$ cat src/rtl/dcache_store_drain_pkg.sv
// Shared dcache definitions: store buffer entry, size encoding, address field
// positions and the drain FSM state type.
package dcache_store_drain_pkg;

  localparam int DC_ADDR_W     = 32;
  localparam int DC_LINE_BYTES = 16;
  localparam int DC_WAYS       = 4;
  localparam int DC_SET_W      = 2;
  localparam int DC_DATA_W     = 32;
  localparam int DC_TID_W      = 2;

  // Address split: [TAG | SET | OFFSET]
  localparam int DC_OFF_W   = $clog2(DC_LINE_BYTES);
  localparam int DC_WAY_W   = $clog2(DC_WAYS);
  localparam int DC_SET_LSB = DC_OFF_W;
  localparam int DC_TAG_LSB = DC_OFF_W + DC_SET_W;
  localparam int DC_TAG_W   = DC_ADDR_W - DC_TAG_LSB;

  typedef enum logic [1:0] {
    SZ_BYTE = 2'd0,
    SZ_HALF = 2'd1,
    SZ_WORD = 2'd2
  } st_size_e;

  typedef struct packed {
    logic [DC_ADDR_W-1:0] addr;
    logic [DC_WAY_W-1:0]  way;
    logic [DC_TID_W-1:0]  thread_id;
    logic [DC_DATA_W-1:0] data;
    st_size_e             size;
  } store_buffer_t;

  typedef enum logic [2:0] {
    ST_IDLE, ST_LOOKUP, ST_RESOLVE, ST_WRITE, ST_MISS_REQ, ST_MISS_WAIT, ST_FILL
  } drain_state_e;

  function automatic logic is_misaligned(input logic [1:0] lo, input st_size_e size);
    return ((size == SZ_HALF) && lo[0]) || ((size == SZ_WORD) && (lo != 2'b00));
  endfunction

endpackage

$ cat src/rtl/dcache_store_drain_merge.sv
// Combinational byte merge: places a store at its line offset and overlays it
// on a base line; shared by the hit write and the miss fill.
module store_line_merge
  import dcache_store_drain_pkg::*;
#(
  parameter int LINE_BYTES = DC_LINE_BYTES
) (
  input  logic [$clog2(LINE_BYTES)-1:0] off_i,
  input  st_size_e                      size_i,
  input  logic [DC_DATA_W-1:0]          data_i,
  input  logic [8*LINE_BYTES-1:0]       base_i,
  output logic [LINE_BYTES-1:0]         be_o,
  output logic [8*LINE_BYTES-1:0]       line_o
);

  logic [LINE_BYTES-1:0]   mask;
  logic [8*LINE_BYTES-1:0] data_sh;

  always_comb begin
    unique case (size_i)
      SZ_BYTE: mask = LINE_BYTES'(4'h1);
      SZ_HALF: mask = LINE_BYTES'(4'h3);
      default: mask = LINE_BYTES'(4'hF);
    endcase
    be_o    = mask << off_i;
    data_sh = (8*LINE_BYTES)'(data_i) << {off_i, 3'b000};
    line_o  = base_i;
    for (int b = 0; b < LINE_BYTES; b++) begin
      if (be_o[b]) line_o[8*b +: 8] = data_sh[8*b +: 8];
    end
  end

endmodule

$ cat src/rtl/dcache_store_drain.sv
// Store-buffer drain: pops the oldest committed store, looks up its tag, then
// either byte-writes the hit line or fetches, merges and installs the miss line.
module dcache_store_drain
  import dcache_store_drain_pkg::*;
#(
  parameter int ADDR_W     = DC_ADDR_W,
  parameter int LINE_BYTES = DC_LINE_BYTES,
  parameter int WAYS       = DC_WAYS,
  parameter int SET_W      = DC_SET_W,
  parameter int CNT_W      = 16
) (
  input  logic                                          clock,
  input  logic                                          reset,
  input  logic                                          sb_empty,
  input  logic                                          sb_full,
  output logic                                          sb_get_oldest,
  input  store_buffer_t                                 sb_oldest,
  input  logic                                          ld_pending,
  output logic                                          tag_rd_valid,
  output logic [SET_W-1:0]                              tag_rd_set,
  input  logic [WAYS-1:0]                               tag_rd_hit,
  output logic                                          data_wr_valid,
  input  logic                                          data_wr_ready,
  output logic [SET_W-1:0]                              data_wr_set,
  output logic [$clog2(WAYS)-1:0]                       data_wr_way,
  output logic [ADDR_W-SET_W-$clog2(LINE_BYTES)-1:0]    data_wr_tag,
  output logic                                          data_wr_fill,
  output logic [LINE_BYTES-1:0]                         data_wr_be,
  output logic [8*LINE_BYTES-1:0]                       data_wr_line,
  output logic                                          mem_req_valid,
  input  logic                                          mem_req_ready,
  output logic [ADDR_W-1:0]                             mem_req_addr,
  input  logic                                          mem_rsp_valid,
  input  logic [8*LINE_BYTES-1:0]                       mem_rsp_data,
  output logic                                          busy,
  output logic                                          err_misaligned,
  output logic [CNT_W-1:0]                              drain_count
);

  localparam int OFF_W  = $clog2(LINE_BYTES);
  localparam int WAY_W  = $clog2(WAYS);
  localparam int LINE_W = 8*LINE_BYTES;

  drain_state_e        state_q, state_d;
  store_buffer_t       st_q, st_d;
  logic [WAY_W-1:0]    hit_way_q, hit_way_d;
  logic [LINE_W-1:0]   line_q, line_d;
  logic                err_q, err_d;
  logic [CNT_W-1:0]    cnt_q, cnt_d;

  logic [WAY_W-1:0]      hit_idx;
  logic [LINE_W-1:0]     mrg_base, mrg_line;
  logic [LINE_BYTES-1:0] mrg_be;
  logic [CNT_W-1:0]      cnt_inc;
  logic                  unused_tid;

  assign unused_tid = ^st_q.thread_id;

  // Base is the fill line only while waiting on memory; a hit write carries just the store bytes.
  assign mrg_base = (state_q == ST_MISS_WAIT) ? mem_rsp_data : '0;

  store_line_merge #(.LINE_BYTES(LINE_BYTES)) u_merge (
    .off_i  (st_q.addr[OFF_W-1:0]),
    .size_i (st_q.size),
    .data_i (st_q.data),
    .base_i (mrg_base),
    .be_o   (mrg_be),
    .line_o (mrg_line)
  );

  always_comb begin
    hit_idx = '0;
    for (int w = 0; w < WAYS; w++) begin
      if (tag_rd_hit[w]) hit_idx = hit_idx | WAY_W'(w);
    end
  end

  assign cnt_inc = (cnt_q == '1) ? cnt_q : cnt_q + 1'b1;

  always_comb begin
    state_d       = state_q;
    st_d          = st_q;
    hit_way_d     = hit_way_q;
    line_d        = line_q;
    err_d         = err_q;
    cnt_d         = cnt_q;
    sb_get_oldest = 1'b0;
    tag_rd_valid  = 1'b0;
    data_wr_valid = 1'b0;
    data_wr_fill  = 1'b0;
    data_wr_be    = '0;
    data_wr_line  = '0;
    mem_req_valid = 1'b0;
    unique case (state_q)
      ST_IDLE: begin
        // A full buffer drains even while loads want the cache.
        if (!reset && !sb_empty && (!ld_pending || sb_full)) begin
          sb_get_oldest = 1'b1;
          st_d          = sb_oldest;
          if (is_misaligned(sb_oldest.addr[1:0], sb_oldest.size)) err_d   = 1'b1;
          else                                                     state_d = ST_LOOKUP;
        end
      end
      ST_LOOKUP: begin
        tag_rd_valid = 1'b1;
        state_d      = ST_RESOLVE;
      end
      ST_RESOLVE: begin
        hit_way_d = hit_idx;
        state_d   = (|tag_rd_hit) ? ST_WRITE : ST_MISS_REQ;
      end
      ST_WRITE: begin
        data_wr_valid = 1'b1;
        data_wr_be    = mrg_be;
        data_wr_line  = mrg_line;
        if (data_wr_ready) begin
          cnt_d   = cnt_inc;
          state_d = ST_IDLE;
        end
      end
      ST_MISS_REQ: begin
        mem_req_valid = 1'b1;
        if (mem_req_ready) state_d = ST_MISS_WAIT;
      end
      ST_MISS_WAIT: begin
        if (mem_rsp_valid) begin
          line_d  = mrg_line;
          state_d = ST_FILL;
        end
      end
      ST_FILL: begin
        data_wr_valid = 1'b1;
        data_wr_fill  = 1'b1;
        data_wr_be    = '1;
        data_wr_line  = line_q;
        if (data_wr_ready) begin
          cnt_d   = cnt_inc;
          state_d = ST_IDLE;
        end
      end
      default: state_d = ST_IDLE;
    endcase
  end

  always_ff @(posedge clock) begin
    if (reset) begin
      state_q   <= ST_IDLE;
      st_q      <= '0;
      hit_way_q <= '0;
      line_q    <= '0;
      err_q     <= 1'b0;
      cnt_q     <= '0;
    end else begin
      state_q   <= state_d;
      st_q      <= st_d;
      hit_way_q <= hit_way_d;
      line_q    <= line_d;
      err_q     <= err_d;
      cnt_q     <= cnt_d;
    end
  end

  assign tag_rd_set     = st_q.addr[OFF_W +: SET_W];
  assign data_wr_set    = st_q.addr[OFF_W +: SET_W];
  assign data_wr_way    = (state_q == ST_FILL) ? st_q.way : hit_way_q;
  assign data_wr_tag    = st_q.addr[ADDR_W-1:OFF_W+SET_W];
  assign mem_req_addr   = {st_q.addr[ADDR_W-1:OFF_W], {OFF_W{1'b0}}};
  assign busy           = (state_q != ST_IDLE);
  assign err_misaligned = err_q;
  assign drain_count    = cnt_q;

  hit_onehot_a: assert property (@(posedge clock) disable iff (reset)
    (state_q == ST_RESOLVE) |-> $onehot0(tag_rd_hit));

endmodule

$ cat config.mk
export PLATFORM = sky130hd
export DESIGN_NAME = dcache_store_drain
export DESIGN_NICKNAME = d
export VERILOG_FILES = /design/src/rtl/dcache_store_drain_pkg.sv /design/src/rtl/dcache_store_drain_merge.sv /design/src/rtl/dcache_store_drain.sv
export SDC_FILE = /design/constraint.sdc
export NUM_CORES = 1
export LEC_CHECK = 0
export CORE_MARGIN = 1.5
export CORE_UTILIZATION = 45
export CTS_CLUSTER_SIZE = 14
export DETAILED_ROUTE_END_ITERATION = 6
export PLACE_DENSITY = 0.8
export SETUP_SLACK_MARGIN = 0.05
export SYNTH_ARGS = -nofsm -noshare
export SYNTH_HDL_FRONTEND = slang
export SYNTH_SLANG_ARGS = --single-unit
export TNS_END_PERCENT = 10
$ cat constraint.sdc
create_clock -name clock -period 2.4 [get_ports clock]
set_input_delay 0.48 -clock clock [delete_from_list [all_inputs] [get_ports clock]]
set_output_delay 0.48 -clock clock [all_outputs]
set_load 0.005 [all_outputs]
* Yosys cells after proc, flatten, opt, wreduce, memory -nomap -nowiden
Cells that the tools add are included.
Operators by class: shift-type cells 2, multipliers 0, muxes and demuxes 37, $lt $le $gt $ge 0, div/mod/pow operators 0, $add $sub $neg 1, reductions and logical operators 20, bitwise gates (word level) 1, eq/ne operators 15
Operators with widths (count):
- $pmux 128 s2 | 1
- $mux 128 | 1
- $mux 8 | 16
- $shl 32x7->128 | 1
- $pmux 16 s2 | 1
- $mux 3 | 6
- $pmux 3 s6 | 1
- $add 16x1->16 const B | 1
- $eq 16x16->1 const B | 1
- $shl 4x4->16 | 1
- $eq 3x3->1 const B | 3
- $ne 2x2->1 const B | 4
- $pmux 4 s2 | 1
- $mux 1 | 7
- $eq 3x2->1 const B | 2
- $mux 2 | 3
- $reduce_and 3->1 | 2
- $reduce_and 5->1 | 1
- $eq 2x1->1 const B | 2
- $logic_and 1x1->1 | 4
- $reduce_and 2->1 | 2
- $reduce_or 4->1 | 1
- $eq 3x1->1 const B | 1
- $logic_not 1->1 | 3
- other kinds (9) | 10
Storage, ports and cells: memories kept 0, output and inout port bits 231, bits in writable memories 0, register bits after elaboration 218, ROM bits 0, bits in latches 0, input bits 210

* Longest topological paths before layout
Gate-level depths: netlist of run 1.
word-level depth 6, mapped depth 9, depth with buffers taken out 6

* By module
A second synthesis of run 1 with hierarchy kept.
Unflattened totals: cells, all modules 1828, area total of the unflattened synthesis 13501.7 sq um
By module, submodules not included:
- dcache_store_drain | instances 1, area an instance 10637.7 sq um, seq. area each 4364.2 sq um, cells each 1409
- store_line_merge | instances 1, area an instance 2864.0 sq um, seq. area each 0.0 sq um, cells each 419

* Worst setup path after synthesis of run 1
No wires, ideal clock.
path kind reg-to-output, start point register st_q[39] in the netlist's numbering, end point output port data_wr_line[57], arrival time 1.649 ns, path buffers 3, data required time 1.920 ns, cell stages (with the launch flop) 8, path slack 0.271 ns, path through dfxtp_1 buf_6 buf_6 buf_6 mux2_1 mux2i_1 o21ai_0 a22o_1
Between the ends: longest elaborated chain between the ends 3, elaborated cells on any way between the ends 4
Ends and longest elaborated chain:
- start, declared | RTL line dcache_store_drain.sv:45 | store_buffer_t st_q, st_d;
- start signal, assigned | RTL line dcache_store_drain.sv:155 | st_q <= st_d;
- $shl 32x7->128 or $shl 4x4->16 (tied branches) | RTL line dcache_store_drain_merge.sv:26, dcache_store_drain_merge.sv:25
- $mux 8 * | RTL line dcache_store_drain_merge.sv:29 | if (be_o[b]) line_o[8*b +: 8] = data_sh[8*b +: 8];
- $pmux 128 s2 * | RTL line dcache_store_drain.sv:94 | unique case (state_q)
- end, declared | RTL line dcache_store_drain.sv:29 | output logic [8*LINE_BYTES-1:0] data_wr_line,
Every way passes the cells marked *; elsewhere a longest branch is shown, timed or not.

* Worst setup path after layout of run 1
start point register st_q[39] in the netlist's numbering, end point output port data_wr_line[77]
Same word-level chain as after synthesis.

==> qor.yml, run 1 <==
rsz0062_at_grt: "yes"
slew_violations: 0
cts_sinks: 218
vias_per_cell: 5.96
port-buffer-count: 434
drv_cap: 0
whs_endpoint: "st_q[41]"
hold_violations: 0
status: "complete, but fails checks"
multiInputGateArea_um2: 9080
dr_total_vias: 16500
clkPwrFrac: 0.445
yosys_warnings: 0
setup_ws_ps: -678
grt_pass1_wl_um: 85700
worstHoldStart: "reset"
die_w_um: 176
ys_seq_area_frac: 0.326
antenna_found_initial: 1
row_count: 62
crit_type: "register to output port"
firstDrtPassIters: 6
gp_congestion: 1.03
setup_viol: 144
synth_edf_count: 0
finClkSkew_ps: 8.96
hold_class: "input port to register"
reg2regPathDepth: 11
worstSetupStartpoint: "st_q[39]"
clockBufferDepth: 3
p_int_mw: 7.25
layout.nets: 2576
syn_area_um2: 13400
pre_cts_slack_ps: -475
tns_ps: -62100
fin_util: 0.780
layout_common_cells: "buf_4, clkdlybuf4s50_1, nand2_1, dfxtp_1, nor2_1"
cts-root-buf: "clkbuf_16"
ant_nets: 0
drt-total-wl_um: 61200
synth_top_area_cell: "dfxtp_1"
pwr-share-seq: 0.387
pwr-share-comb: 0.169
numCtsBuffers: 26
grt_pass1_vias: 15400
ir_worst_vdd_v: 0.000436
synthTopCellsByArea: "dfxtp_1, nand2_1, nor2_1"
cts_tree: "built"
cts.htree.levels: 1
layout_commonest_cell: "buf_4"
cp.arrival_ps: 2600
ff2ff_setup_slack_ps: 230
syn_inst: 1737
drive_above_1_share: 0.326
p_leak_nw: 9.46
r2r-start: "st_q[38]"
period_share: 1.28
fmax_mhz: 325
clkTransAtPathRegs_ps: 60
period_minus_slack_ps: 3080
synth.ff_latch_count: 218
hold_depth: 3
coreArea_um2: 29000
power.switching_mw: 2.47
violations: "negative setup slack"
p_per_area_nw_per_um2: 429
grt_overflow_total: 0
die_h_um: 176
grt_max_degree: 162
synth_cell_type_count: 74
cp_max_fo: 8
regArea_um2: 4380
synth_top_area_frac: 0.326
area_growth_pct: 68.9
worst_pin_slew_ps: 787
switching_share: 0.254
dp_hpwl_um: 41500
drt_iter0_drc: 1801
start_util: 0.462
wl_per_cell_um: 22.1
reg2reg_to: "line_q[117]"
clock_latency_ps: 540
syn_avg_cell_area_um2: 7.71
synth-main-ff-cell: "dfxtp_1"
critPathRequiredTime_ps: 1920
relSlewSlack: 0.476
io_pins: 441
endpoint_kind: "output port"
fillers: 1934
drc_errors: 0
die_area_um2: 30800
critPathLaunchType: "register"
grt_usage: 0.353
synth_async_sr_flop_share: 0
power_mw: 9.72
## critical path: stages (launching register included)
cell and delay (ps):
dfxtp_4 450, buf_6 150, nor3b_2 50, buf_4 150
buf_6 110, a221oi_4 350, buf_4 190, nor2_1 50
a31oi_1 260, o21ai_1 130, dlymetal6s2s_1 160
## kinds of logic (layout without fill, tap and decap cells)
| logic type | Yosys count | in the layout | share of synthesized area |
|---|---|---|---|
| muxes | 81 | 81 | 0.0646 |
| adders and majority gates | 1 | 1 | 0.000934 |
| other | 1 | 7 | 0.000280 |
| xor gates and xnor gates | 16 | 16 | 0.0105 |
| and+or+nand+nor | 672 | 672 | 0.237 |
| DFF | 218 | 218 | 0.326 |
| AOI/OAI and AO/OA | 520 | 520 | 0.264 |
| buffers and inverters | 228 | 872 | 0.0966 |
## per-layer routing
layer  wire (um)  vias up  track usage
met1       22900     7874        0.435
met3        5910      217       0.0680
met5           0        -            0
met2       29100      993        0.597
met4        3270        0        0.158
li1            -     7421            -
## layout make-up
| class | instances | share of cell area |
|---|---|---|
| Multi-Input combinational cell | 1294 | 0.401 |
| Timing Repair Buffer | 818 | 0.341 |
| Sequential cell | 218 | 0.194 |
| Clock buffer | 37 | 0.0342 |
| Tap cell | 384 | 0.0212 |
| Clock inverter | 10 | 0.00702 |
| Inverter | 7 | 0.00149 |
| Antenna cell | 3 | 0.000332 |
## cell usage after synthesis, types with 7 or more instances
| library cell | n |
|---|---|
| a22oi_1 | 48 |
| nand2b_1 | 8 |
| o21ai_1 | 28 |
| mux2_2 | 25 |
| a31oi_1 | 26 |
| nand3b_1 | 16 |
| o31ai_1 | 9 |
| nor3_2 | 17 |
| a21oi_1 | 99 |
| o221ai_1 | 9 |
| xor2_1 | 15 |
| nor2_1 | 189 |
| nand4_1 | 11 |
| and2_1 | 16 |
| and3_1 | 20 |
| a221o_1 | 8 |
| clkbuf_1 | 79 |
| buf_6 | 10 |
| dfxtp_1 | 218 |
| mux2i_1 | 48 |
| o21ai_0 | 90 |
| o2bb2ai_1 | 8 |
| nor3b_1 | 19 |
| nand2_1 | 278 |
| buf_2 | 43 |
| buf_4 | 82 |
| nor3_1 | 15 |
| o21a_1 | 26 |
| nand4b_1 | 9 |
| nor2b_1 | 17 |
| o221a_2 | 7 |
| a22o_1 | 72 |
| o211ai_1 | 32 |
| nand3_1 | 31 |
| a211oi_1 | 42 |
## sequential cells by signal, indices dropped and copies added (netlist names)
name / cells
state_q: 3
data_wr_tag: 26
err_misaligned: 1
hit_way_q: 2
st_q: 40
data_wr_set: 2
drain_count: 16
line_q: 128
## worst max path at each step
stage	end	slack (ps)
3_3_place_gp	data_wr_line[6]	-430
2_1_floorplan	data_wr_line[57]	270
3_5_place_dp	data_wr_line[6]	-480
6_report	data_wr_line[77]	-680
4_1_cts	data_wr_line[38]	-800
5_1_grt	data_wr_line[77]	-760
## per-stage QoR
stage | hold slack (ps) | area [um^2] | std cells
2_1_floorplan | 432 | 13400 | 1740
3_3_place_gp | 439 | 19400 | 2602
3_5_place_dp | 445 | 19400 | 2602
4_1_cts | 388 | 20700 | 2651
5_1_grt | 418 | 22600 | 2769
6_report | 400 | 22600 | 2771
## power by group through the flow
stage / clock network [mW] / logic (mW) / registers, mW
floorplan: 0 / 0.528 / 3.80
global placement: 0 / 1.30 / 3.82
detailed placement: 0 / 1.31 / 3.82
CTS: 4.33 / 1.39 / 3.75
global route: 4.47 / 1.71 / 3.76
finish: 4.32 / 1.64 / 3.76
## timing repair
action                     4_1_cts  5_1_grt
gates cloned                     0        7
pin swaps                       19       83
buffers inserted                 2      111
hold buffers                     0        0
setup endpoints to repair      150      148
resized for setup              326      429
Note: power is estimated with default switching activity, not from simulation.
==> run 2: changes to the inputs <==
--- a/config.mk
+++ b/config.mk
@@ -6,11 +6,12 @@
 export NUM_CORES = 1
 export LEC_CHECK = 0
 export CORE_MARGIN = 1.5
-export CORE_UTILIZATION = 45
+export CORE_UTILIZATION = 40
 export CTS_CLUSTER_SIZE = 14
 export DETAILED_ROUTE_END_ITERATION = 6
-export PLACE_DENSITY = 0.8
+export PLACE_DENSITY = 0.72
 export SETUP_SLACK_MARGIN = 0.05
+export SLEW_MARGIN = 15
 export SYNTH_ARGS = -nofsm -noshare
 export SYNTH_HDL_FRONTEND = slang
 export SYNTH_SLANG_ARGS = --single-unit
==> constraint.sdc (replaced) <==
create_clock -name clock -period 3.74 [get_ports clock]
set_input_delay 0.748 -clock clock [delete_from_list [all_inputs] [get_ports clock]]
set_output_delay 0.748 -clock clock [all_outputs]
set_load 0.005 [all_outputs]
==> qor.yml, run 2 (synthesized netlist as in run 1, its figures left out) <==
power_mw: 5.81  # -40%
finalNonFillerCells: 2510  # -9.4%
pre_cts_slack_ps: 342  # +817 ps
dp_hpwl_um: 38800  # -6.5%
endpoint_kind: "output port"
critPathRequiredTime_ps: 2990  # +1070 ps
slew_violations: 0  # unchanged
status: "complete, no violations"
port-buffer-count: 434  # unchanged
drt_iter0_drc: 1027  # -43%
grt_overflow_total: 0  # unchanged
die_w_um: 186  # +6.0%
wl_per_cell_um: 22.0  # -0.33%
grt_max_degree: 204  # +26%
ctsHoldBuffers: 0  # unchanged
relSlewSlack: 0.293  # -0.182
dr_total_vias: 14400  # -13%
finClkSkew_ps: 13.2  # +4.27 ps
grt_pass1_vias: 13900  # -9.7%
cts_sinks: 218  # unchanged
fmax_mhz: 272
io_pins: 441  # unchanged
die_h_um: 186  # +6.0%
setup_viol: 0  # -100%
clockBufferDepth: 3  # unchanged
ant_nets: 0  # unchanged
hold_class: "register to register"
numCtsBuffers: 26  # unchanged
clkTransAtPathRegs_ps: 60  # about the same
start_util: 0.409  # -0.0531
worst_pin_slew_ps: 1060  # +273 ps
grt_pass1_wl_um: 80100  # -6.5%
cp_max_fo: 34  # +26
fin_util: 0.573  # -0.207
drv_cap: 0  # unchanged
final_area_um2: 18800  # -17%
crit_type: "register to output port"
ff2ff_setup_slack_ps: 1070  # +840 ps
max_flop_register: "line_q"
drc_errors: 0  # unchanged
die_area_um2: 34600  # +12%
area_growth_pct: 40.2
grt_usage: 0.302  # -0.0509
cts.htree.levels: 1  # unchanged
firstDrtPassIters: 5  # -1
period_minus_slack_ps: 3680
p_leak_nw: 6.46  # -32%
cts_tree: "built"
place_inst: 2453  # -5.7%
fillers: 3033  # +57%
period_share: 0.985
cts-root-buf: "clkbuf_16"
gp_congestion: 0.936  # -9.2%
ir_worst_vdd_v: 0.000285  # -35%
drt-total-wl_um: 55200  # -9.7%
setup_ws_ps: 57.3  # +736 ps
drive_above_1_share: 0.111  # -0.216
placed_cell_area_um2: 17600  # -9.3%
clock_latency_ps: 550  # about the same
layout_common_cells: "clkdlybuf4s50_1, nand2_1, dfxtp_1, nor2_1, a21oi_1"
row_count: 66  # +6.5%
hold_violations: 0  # unchanged
layout.nets: 2259  # -12%
coreArea_um2: 32800  # +13%
largest_reg_flops: 128  # unchanged
vias_per_cell: 5.74  # -3.6%
layout_commonest_cell: "clkdlybuf4s50_1"
p_per_area_nw_per_um2: 309  # -28%
antenna_found_initial: 4  # +3
rsz0062_at_grt: "yes"
cp.arrival_ps: 2930  # +330 ps
critPathLaunchType: "register"
run 2: changes by cell type in the layout (fill, tap and decap cells not counted), moves of 19 or more:
cell,delta
buf_4,-231
clkdlybuf4s50_1,+151
o21ai_0,+68
buf_6,-45
dlymetal6s2s_1,-44
buf_2,-40
clkbuf_2,-37
mux2i_1,+37
o21ai_2,-34
buf_12,-29
o21ai_1,-27
dlygate4sd2_1,-24
mux2i_4,-22
mux2_4,-19
run 2: cell type report:
cell class	count	area [um^2]	area share
Tap cell	442	553	0.0294
Clock inverter	7	98.8	0.00526
Clock buffer	39	800	0.0426
Antenna cell	2	5.00	0.000266
Inverter	7	28.8	0.00153
Sequential cell	218	4370	0.233
Timing Repair Buffer	501	4980	0.265
Multi-Input combinational cell	1294	7950	0.423
run 2: path summary, 6_finish.rpt:
kind                        to        from  cells past startpoint
max          data_wr_line[101]    st_q[39]                      9
min                 line_q[52]  line_q[52]                      2
min reg2reg         line_q[52]  line_q[52]                      2
max reg2reg         line_q[69]  state_q[1]                      7
run 2: metal layers:
layer | GRT usage | wire length (um) | up-vias
li1 | - | - | 6764
met5 | 0 | 13 | -
met4 | 0.142 | 2450 | 2
met2 | 0.512 | 26000 | 719
met1 | 0.363 | 21900 | 6795
met3 | 0.0667 | 4820 | 138
run 2: timing repair:
item / in CTS / in global routing
setup buffers: 0 / 8
pin swaps: 1 / 5
endpoints found under the setup margin: 105 / 98
cloned: 0 / 1
gates resized for setup: 23 / 35
run 2: through the flow:
| stage | hold slack [ps] | TNS [ps] |
|---|---|---|
| floorplan | 432 | 0 |
| global placement | 438 | 0 |
| detailed placement | 444 | 0 |
| CTS | 452 | -5.84 |
| global route | 464 | -76.9 |
| finish | 452 | 0 |
run 2: report_power, final:
group / switching (mW) / internal [mW] / total (mW)
combinational: 0.345 / 0.376 / 0.721
clock: 1.05 / 1.61 / 2.66
sequential: 0.0656 / 2.36 / 2.43
total: 1.47 / 4.34 / 5.81
run 2: critical path, stage by stage, from the launching register on:
cell and delay, ps:
dfxtp_2 350, buf_12 180, nand2b_1 170, buf_4 200
nor2_4 220, buf_4 160, o2bb2ai_2 180, a21oi_1 160
o21ai_0 210, clkdlybuf4s50_1 540
==> run 3: changes to the inputs <==
--- a/config.mk
+++ b/config.mk
@@ -11,6 +11,7 @@
 export DETAILED_ROUTE_END_ITERATION = 6
 export PLACE_DENSITY = 0.72
 export SETUP_SLACK_MARGIN = 0.05
+export SKIP_CTS_REPAIR_TIMING = 1
 export SLEW_MARGIN = 15
 export SYNTH_ARGS = -nofsm -noshare
 export SYNTH_HDL_FRONTEND = slang
==> constraint.sdc (replaced) <==
create_clock -name clock -period 4.65 [get_ports clock]
set_input_delay 0.93 -clock clock [delete_from_list [all_inputs] [get_ports clock]]
set_output_delay 0.93 -clock clock [all_outputs]
set_load 0.005 [all_outputs]
==> qor.yml, run 3 (synthesized netlist as in run 1, its figures left out) <==
largest_reg_flops: 128  # unchanged
pre_cts_slack_ps: 807  # +465 ps
wl_per_cell_um: 21.8  # -0.99%
cts.htree.levels: 1  # unchanged
max_flop_register: "line_q"
p_leak_nw: 6.24  # -3.4%
grt_pass1_vias: 13700  # -1.4%
finClkSkew_ps: 29.0  # +15.7 ps
crit_type: "register to output port"
crit_path_top_delay_cell: "dfxtp_2"
layout.nets: 2221  # -1.7%
ant_nets: 0  # unchanged
ff2ff_setup_slack_ps: 1710  # +640 ps
drive_above_1_share: 0.0774  # -0.0335
cts-root-buf: "clkbuf_16"
worstSetupPathDepth: 7  # -2
cp_max_fo: 20  # -41%
crit_path_max_incr_delay_ps: 640  # +100 ps
rsz0062_at_grt: "yes"
p_per_area_nw_per_um2: 252  # -18%
grt_max_degree: 153  # -25%
drt-total-wl_um: 53900  # -2.4%
clkTransAtPathRegs_ps: 60  # about the same
dr_total_vias: 14200  # -1.5%
die_area_um2: 34600  # unchanged
holdWs_ps: 452  # -0.0900 ps
slew_violations: 0  # unchanged
worstHoldStart: "line_q[115]"
critPathLaunchType: "register"
status: "complete, no violations"
clockBufferDepth: 3  # unchanged
endpoint_kind: "output port"
io_pins: 441  # unchanged
crit_family: "buffers and inverters"
cts_tree: "built"
hold_violations: 0  # unchanged
setup_viol: 0  # unchanged
hold_class: "register to register"
crit_buf_inv: 2  # -2
relSlewSlack: 0.214  # -0.0792
tns_ps: 0  # unchanged
cts_sinks: 218  # unchanged
layout_common_cells: "clkdlybuf4s50_1, nand2_1, dfxtp_1, nor2_1, a21oi_1"
drc_errors: 0  # unchanged
drv_cap: 0  # unchanged
firstDrtPassIters: 5  # unchanged
path_cells: "buf_4, nand2_1, o221ai_1, and2_1, a21oi_1, o21ai_0, clkdlybuf4s50_1"
clock_latency_ps: 540  # about the same
period_share: 0.973
layout_commonest_cell: "clkdlybuf4s50_1"
worstSetupStartpoint: "st_q[39]"
period_minus_slack_ps: 4520
setup_ws_ps: 126  # +69.0 ps
dp_hpwl_um: 38100  # -1.7%
numCtsBuffers: 25  # -3.8%
finalNonFillerCells: 2474  # -1.4%
power_mw: 4.60  # -21%
port-buffer-count: 434  # unchanged
worst_pin_slew_ps: 1170  # +111 ps
coreArea_um2: 32800  # unchanged
drt_iter0_drc: 1104  # +7.5%
die_w_um: 186  # unchanged
place_inst: 2425  # -1.1%
r2r-start: "st_q[40]"
grt_usage: 0.297  # -0.00497
critPathRequiredTime_ps: 3720  # +730 ps
antenna_found_initial: 4  # unchanged
cp.arrival_ps: 3590  # +660 ps
ir_worst_vdd_v: 0.000278  # -2.6%
reg2regPathDepth: 7  # unchanged
grt_pass1_wl_um: 79100  # -1.3%
reg2reg_to: "line_q[53]"
critPathCapture: "data_wr_line[101]"
row_count: 66  # unchanged
fmax_mhz: 221
area_growth_pct: 36.2
vias_per_cell: 5.74  # about the same
start_util: 0.409  # unchanged
die_h_um: 186  # unchanged
gp_congestion: 0.919  # -1.8%
grt_overflow_total: 0  # unchanged
run 3: worst min path at each step:
stage | depth (start not counted) | to | slack, ps
floorplan | 2 | line_q[112] | 430
global route | 2 | line_q[117] | 470
finish | 2 | line_q[115] | 450
detailed placement | 2 | line_q[115] | 440
CTS | 2 | line_q[115] | 450
global placement | 2 | line_q[49] | 440
run 3: layout make-up:
class | count | area [um^2]
clock buffers | 33 | 706
fillers | 3011 | 14500
inverters | 7 | 28.8
flip-flops and latches | 218 | 4370
multi-input cells | 1294 | 7780
well taps | 442 | 553
clock inverters | 13 | 175
diodes | 3 | 7.51
repair buffers | 464 | 4630
run 3: metal layers:
metal,share of wire,up-vias,global-route usage
met5,0.00024,-,0
met4,0.046,2,0.139
met3,0.084,139,0.0607
met2,0.47,653,0.495
met1,0.40,6719,0.368
li1,-,6690,-
run 3: report_power, final:
part           switching [mW]  internal, mW  leakage (nW)  total [mW]
Combinational           0.253         0.280          4.04       0.533
Sequential             0.0637          1.90          1.76        1.96
Clock                   0.819          1.29         0.436        2.11
run 3: worst min-delay path, cell delays in order (launching register included):
cell and delay, ps:
dfxtp_1 310, nand2_1 50, a21oi_1 50
run 3: metrics by stage:
stage,area (um^2),util
floorplan,13400,-
global placement,17300,0.529
detailed placement,17400,0.529
CTS,18200,0.556
global route,18200,0.557
finish,18200,0.557
==> RTL change 1: new RTL, flow settings as in run 1 <==
Put one more register stage on the output `drain_count`, without a reset. The value now appears one clock later. The other outputs are not delayed to match.
--- a/src/rtl/dcache_store_drain.sv
+++ b/src/rtl/dcache_store_drain.sv
@@ -168,5 +168,7 @@
   assign busy           = (state_q != ST_IDLE);
   assign err_misaligned = err_q;
-  assign drain_count    = cnt_q;
+  always_ff @(posedge clock) begin
+    drain_count <= cnt_q;
+  end
 
   hit_onehot_a: assert property (@(posedge clock) disable iff (reset)
Check against the original RTL: not equivalent (Yosys sat finds a counterexample within 10 cycles, from zero or initial values and one cycle with reset high).
==> RTL change 1 against run 1 <==
The flow still finishes with violations (setup timing). Sequential cell count increased by 16. Combinational power increased by 34%. Power increased by 17%. Setup slack got worse by 0.47 ns. Critical path depth decreased by 1. First-iteration DRC count increased by 23%. Final cell count increased by 2.5%. Cell area increased by 1.8%. Die area increased by 0.19%. Maximum frequency decreased by 13%. Register-to-register slack got worse by 0.23 ns. Routed wire length increased by 9.2%. Synthesized area increased by 0.20%. Largest power group unchanged.
==> RTL change 1: results (changes against run 1) <==
| Metric | Value |
|---|---|
| Status | finished with violations (unchanged) |
| Failing checks | setup timing (unchanged) |
| Mux share of post-synthesis cell area | 5.181% (was 6.461%) |
| Worst-Skew Late Latency | 0.56 ns (was 0.54 ns) |
| GPL Wtd Cong | 1.037 (was 1.031) |
| Initial antenna violation count | 5 (was 1) |
| Placement Cell Area | 19590 µm² (was 19380 µm²) |
| Met2 WL post-DR | 29430 µm (was 29070 µm) |
| Hold Slack | 0.3880 ns (was 0.4005 ns) |
| Post-CTS Setup Bufs | 15 (was 2) |
| Layout cell share with drive strength beyond 1 | 36.29% (was 32.63%) |
| Placed Cells | 2662 (was 2602) |
| Drt first-iter violations | 2218 (was 1801) |
| Slowest-stage cell, CP | o21ai_1 (was dfxtp_4) |
| Reg2reg path depth | 7 (was 11) |
| Routed length on met3 | 7778 µm (was 5911 µm) |
| Unique masters post-synth | 78 (was 74) |
| Synth Area per Inst | 7.637 µm² (was 7.715 µm²) |
| Hold Crit Class | reg -> reg (was in -> reg) |
| Compound-cell area share of the yosys netlist | 27.67% (was 26.41%) |
| FF-to-FF End | line_q[46]$_SDFFE_PP0P_ (was line_q[117]$_SDFFE_PP0P_) |
| Hold depth | 0 (was 3) |
| M1 WL | 24700 µm (was 22900 µm) |
| Clock power share | 45.0% (was 44.5%) |
| Final WS setup | -1.149 ns (was -0.6785 ns) |
| Worst Hold Launch | cnt_q[5]$_SDFFE_PP0P_ (was reset) |
| Worst Path Arrival | 3.07 ns (was 2.60 ns) |
| CTS-repair resized insts | 434 (was 326) |
| Critical path's top delay family | compound AO/OA/AOI/OAI gates (was buffers and inverters) |
| NumNets Final | 2638 (was 2576) |
| Switch Pwr | 2971 µW (was 2469 µW) |
| CTS buffer count | 27 (was 26) |
| Final setup fails | 150 (was 144) |
| DP Worst Slack | -0.6743 ns (was -0.4753 ns) |
| Post-Synth Adder-Cell Area | 0.09319% (was 0.09337%) |
| Vias in the first global route | 15270 (was 15360) |
| Met1 Usage GRT | 48.49% (was 43.53%) |
[RTL change 1: cell count changes after synthesis, moves of 16 or more]
| cell | delta |
|---|---|
| mux2i_1 | -37 |
| nor3b_1 | -18 |
| nand2_1 | +82 |
| a211oi_1 | +47 |
| o21a_1 | -21 |
| o21ai_0 | +31 |
| mux2_2 | +27 |
| a22o_1 | -54 |
| nor2_1 | -25 |
| dfxtp_1 | +16 |
[RTL change 1: stage by stage]
stage | total power [µW] | utilization [%]
final | 11380 | 78.17
after global placement | 5800 | 66.45
after detailed placement | 5819 | 66.45
after CTS | 10990 | 72.65
after global routing | 11620 | 78.17
after floorplan | 4814 | -
[RTL change 1: area by class of cell]
| type | instances | share of cell area, % |
|---|---|---|
| Tap cell | 390 | 2.117 |
| Antenna cell | 4 | 0.04344 |
| Clock buffer | 31 | 3.084 |
| Multi-Input combinational cell | 1297 | 38.21 |
| Timing Repair Buffer | 855 | 34.24 |
| Sequential cell | 234 | 20.41 |
| Clock inverter | 18 | 1.667 |
| Inverter | 12 | 0.2280 |
==> RTL change 2: new RTL, flow settings as in run 1 <==
Made on the original files. The parameter `CNT_W` goes from 16 to 12.
--- a/src/rtl/dcache_store_drain.sv
+++ b/src/rtl/dcache_store_drain.sv
@@ -8,5 +8,5 @@
   parameter int WAYS       = DC_WAYS,
   parameter int SET_W      = DC_SET_W,
-  parameter int CNT_W      = 16
+  parameter int CNT_W      = 12
 ) (
   input  logic                                          clock,
Interface: changed (resized drain_count); port bits go from 441 to 437. No check against the original RTL was run, so the function may have changed too.
==> RTL change 2 against run 1 <==
The run ends with DRC, setup timing left. Setup slack worse by 0.079 ns. Final cell count decreased by 0.36%. Utilization barely moved. Sequential cell count decreased by 4. Via count increased by 2.8%. Power decreased by 1.1%. Routed wire length up 5.0%. Cell area fell by 0.81%. Synthesized area decreased by 1.5%. Critical path type unchanged. Largest power group unchanged.
==> RTL change 2: results (changes against run 1) <==
| Metric | Value |
|---|---|
| Status | finished with violations (unchanged) |
| Failing checks | DRC, setup timing (was setup timing) |
| Buffers excl. clock | 820 (was 818) |
| Slowest-stage cell, CP | clkdlybuf4s50_1 (was dfxtp_4) |
| Final setup fails | 146 (was 144) |
| Placement Cell Area | 19260 µm² (was 19380 µm²) |
| Initial antenna violation count | 0 (was 1) |
| # diodes | 0 (was 3) |
| Vias in the first global route | 15150 (was 15360) |
| Buffer share of cell area | 34.25% (was 34.10%) |
| Layout cell share with drive strength beyond 1 | 33.74% (was 32.63%) |
| Synth area leaders | dfxtp_1 32%, nand2_1 8.2%, nor2_1 5.5% (was dfxtp_1 33%, nand2_1 7.8%, nor2_1 5.3%) |
| Post-route cell area | 22450 µm² (was 22630 µm²) |
| Hold Crit Class | reg -> reg (was in -> reg) |
| Via count | 16960 (was 16510) |
| Placed Cells | 2609 (was 2602) |
| All-Layer GR Usage | 35.87% (was 35.33%) |
| Leak pwr | 0.009039 µW (was 0.009461 µW) |
| CP Max Fanout | 12 (was 8) |
| Drt first-iter violations | 2105 (was 1801) |
| Non-clk invs | 10 (was 7) |
| First-pass GRT wire length | 86090 µm (was 85750 µm) |
| WL per Instance | 23.26 µm (was 22.07 µm) |
| #MultiIn Comb | 1289 (was 1294) |
| DRT Pass-1 Iters | 7 (was 6) |
| Fraction of area in multi-input gates | 40.21% (was 40.11%) |
| DRC viols | 9 (was 0) |
| FF-to-FF End | line_q[12]$_SDFFE_PP0P_ (was line_q[117]$_SDFFE_PP0P_) |
| Final WS setup | -0.7576 ns (was -0.6785 ns) |
| CTS buffer count | 25 (was 26) |
| Worst VDD drop | 0.0003971 V (was 0.0004362 V) |
| DP Worst Slack | -0.4379 ns (was -0.4753 ns) |
## RTL change 2: changes by cell type in the layout (fill, tap and decap cells not counted), moves of 10 or more
cell	run 1	this run
a21oi_1	89	104
o21ai_0	16	32
a22oi_1	26	16
dlygate4sd2_1	24	10
and3_1	13	0
dlymetal6s2s_1	44	24
mux2_4	22	11
nor3b_1	18	2
nand2_1	271	281
a22oi_2	22	11
and2_1	12	23
xor2_1	14	0
## RTL change 2: how the worst max path moves through the flow
stage | depth (start not counted) | startpoint | endpoint | slack (ns)
floorplan | 7 | st_q[38]$_SDFFE_PP0P_ | data_wr_line[111] | 0.30
global placement | 7 | st_q[38]$_SDFFE_PP0P_ | data_wr_line[4] | -0.39
detailed placement | 7 | st_q[38]$_SDFFE_PP0P_ | data_wr_line[30] | -0.44
CTS | 8 | st_q[39]$_SDFFE_PP0P_ | data_wr_line[74] | -0.85
global route | 8 | st_q[40]$_SDFFE_PP0P_ | data_wr_be[10] | -0.80
finish | 8 | st_q[40]$_SDFFE_PP0P_ | data_wr_be[10] | -0.76
## RTL change 2: cells by family after synthesis
logic type	Yosys count	synth area share, %
mux	82	6.466
simple gates	661	23.22
fa+ha+maj	1	0.09479
other cells	1	0.02841
flops	214	32.46
xor+xnor	10	0.6637
buf+inv	233	10.01
compound gates	530	27.06
## RTL change 2: power by group
part | switching [µW] | total (µW) | internal, µW | leakage [µW]
Clock | 1620 | 4310 | 2690 | 0.000447
Combinational | 743 | 1620 | 879 | 0.00686
Sequential | 72.1 | 3680 | 3610 | 0.00173
## RTL change 2: routing by layer
layer / GRT usage, % / up-vias / routed length, µm
li1: - / 7359 / -
met1: 45.02 / 7934 / 23280
met2: 59.81 / 1324 / 29500
met3: 6.190 / 345 / 6798
met4: 16.70 / 0 / 4648
met5: 0 / - / 0
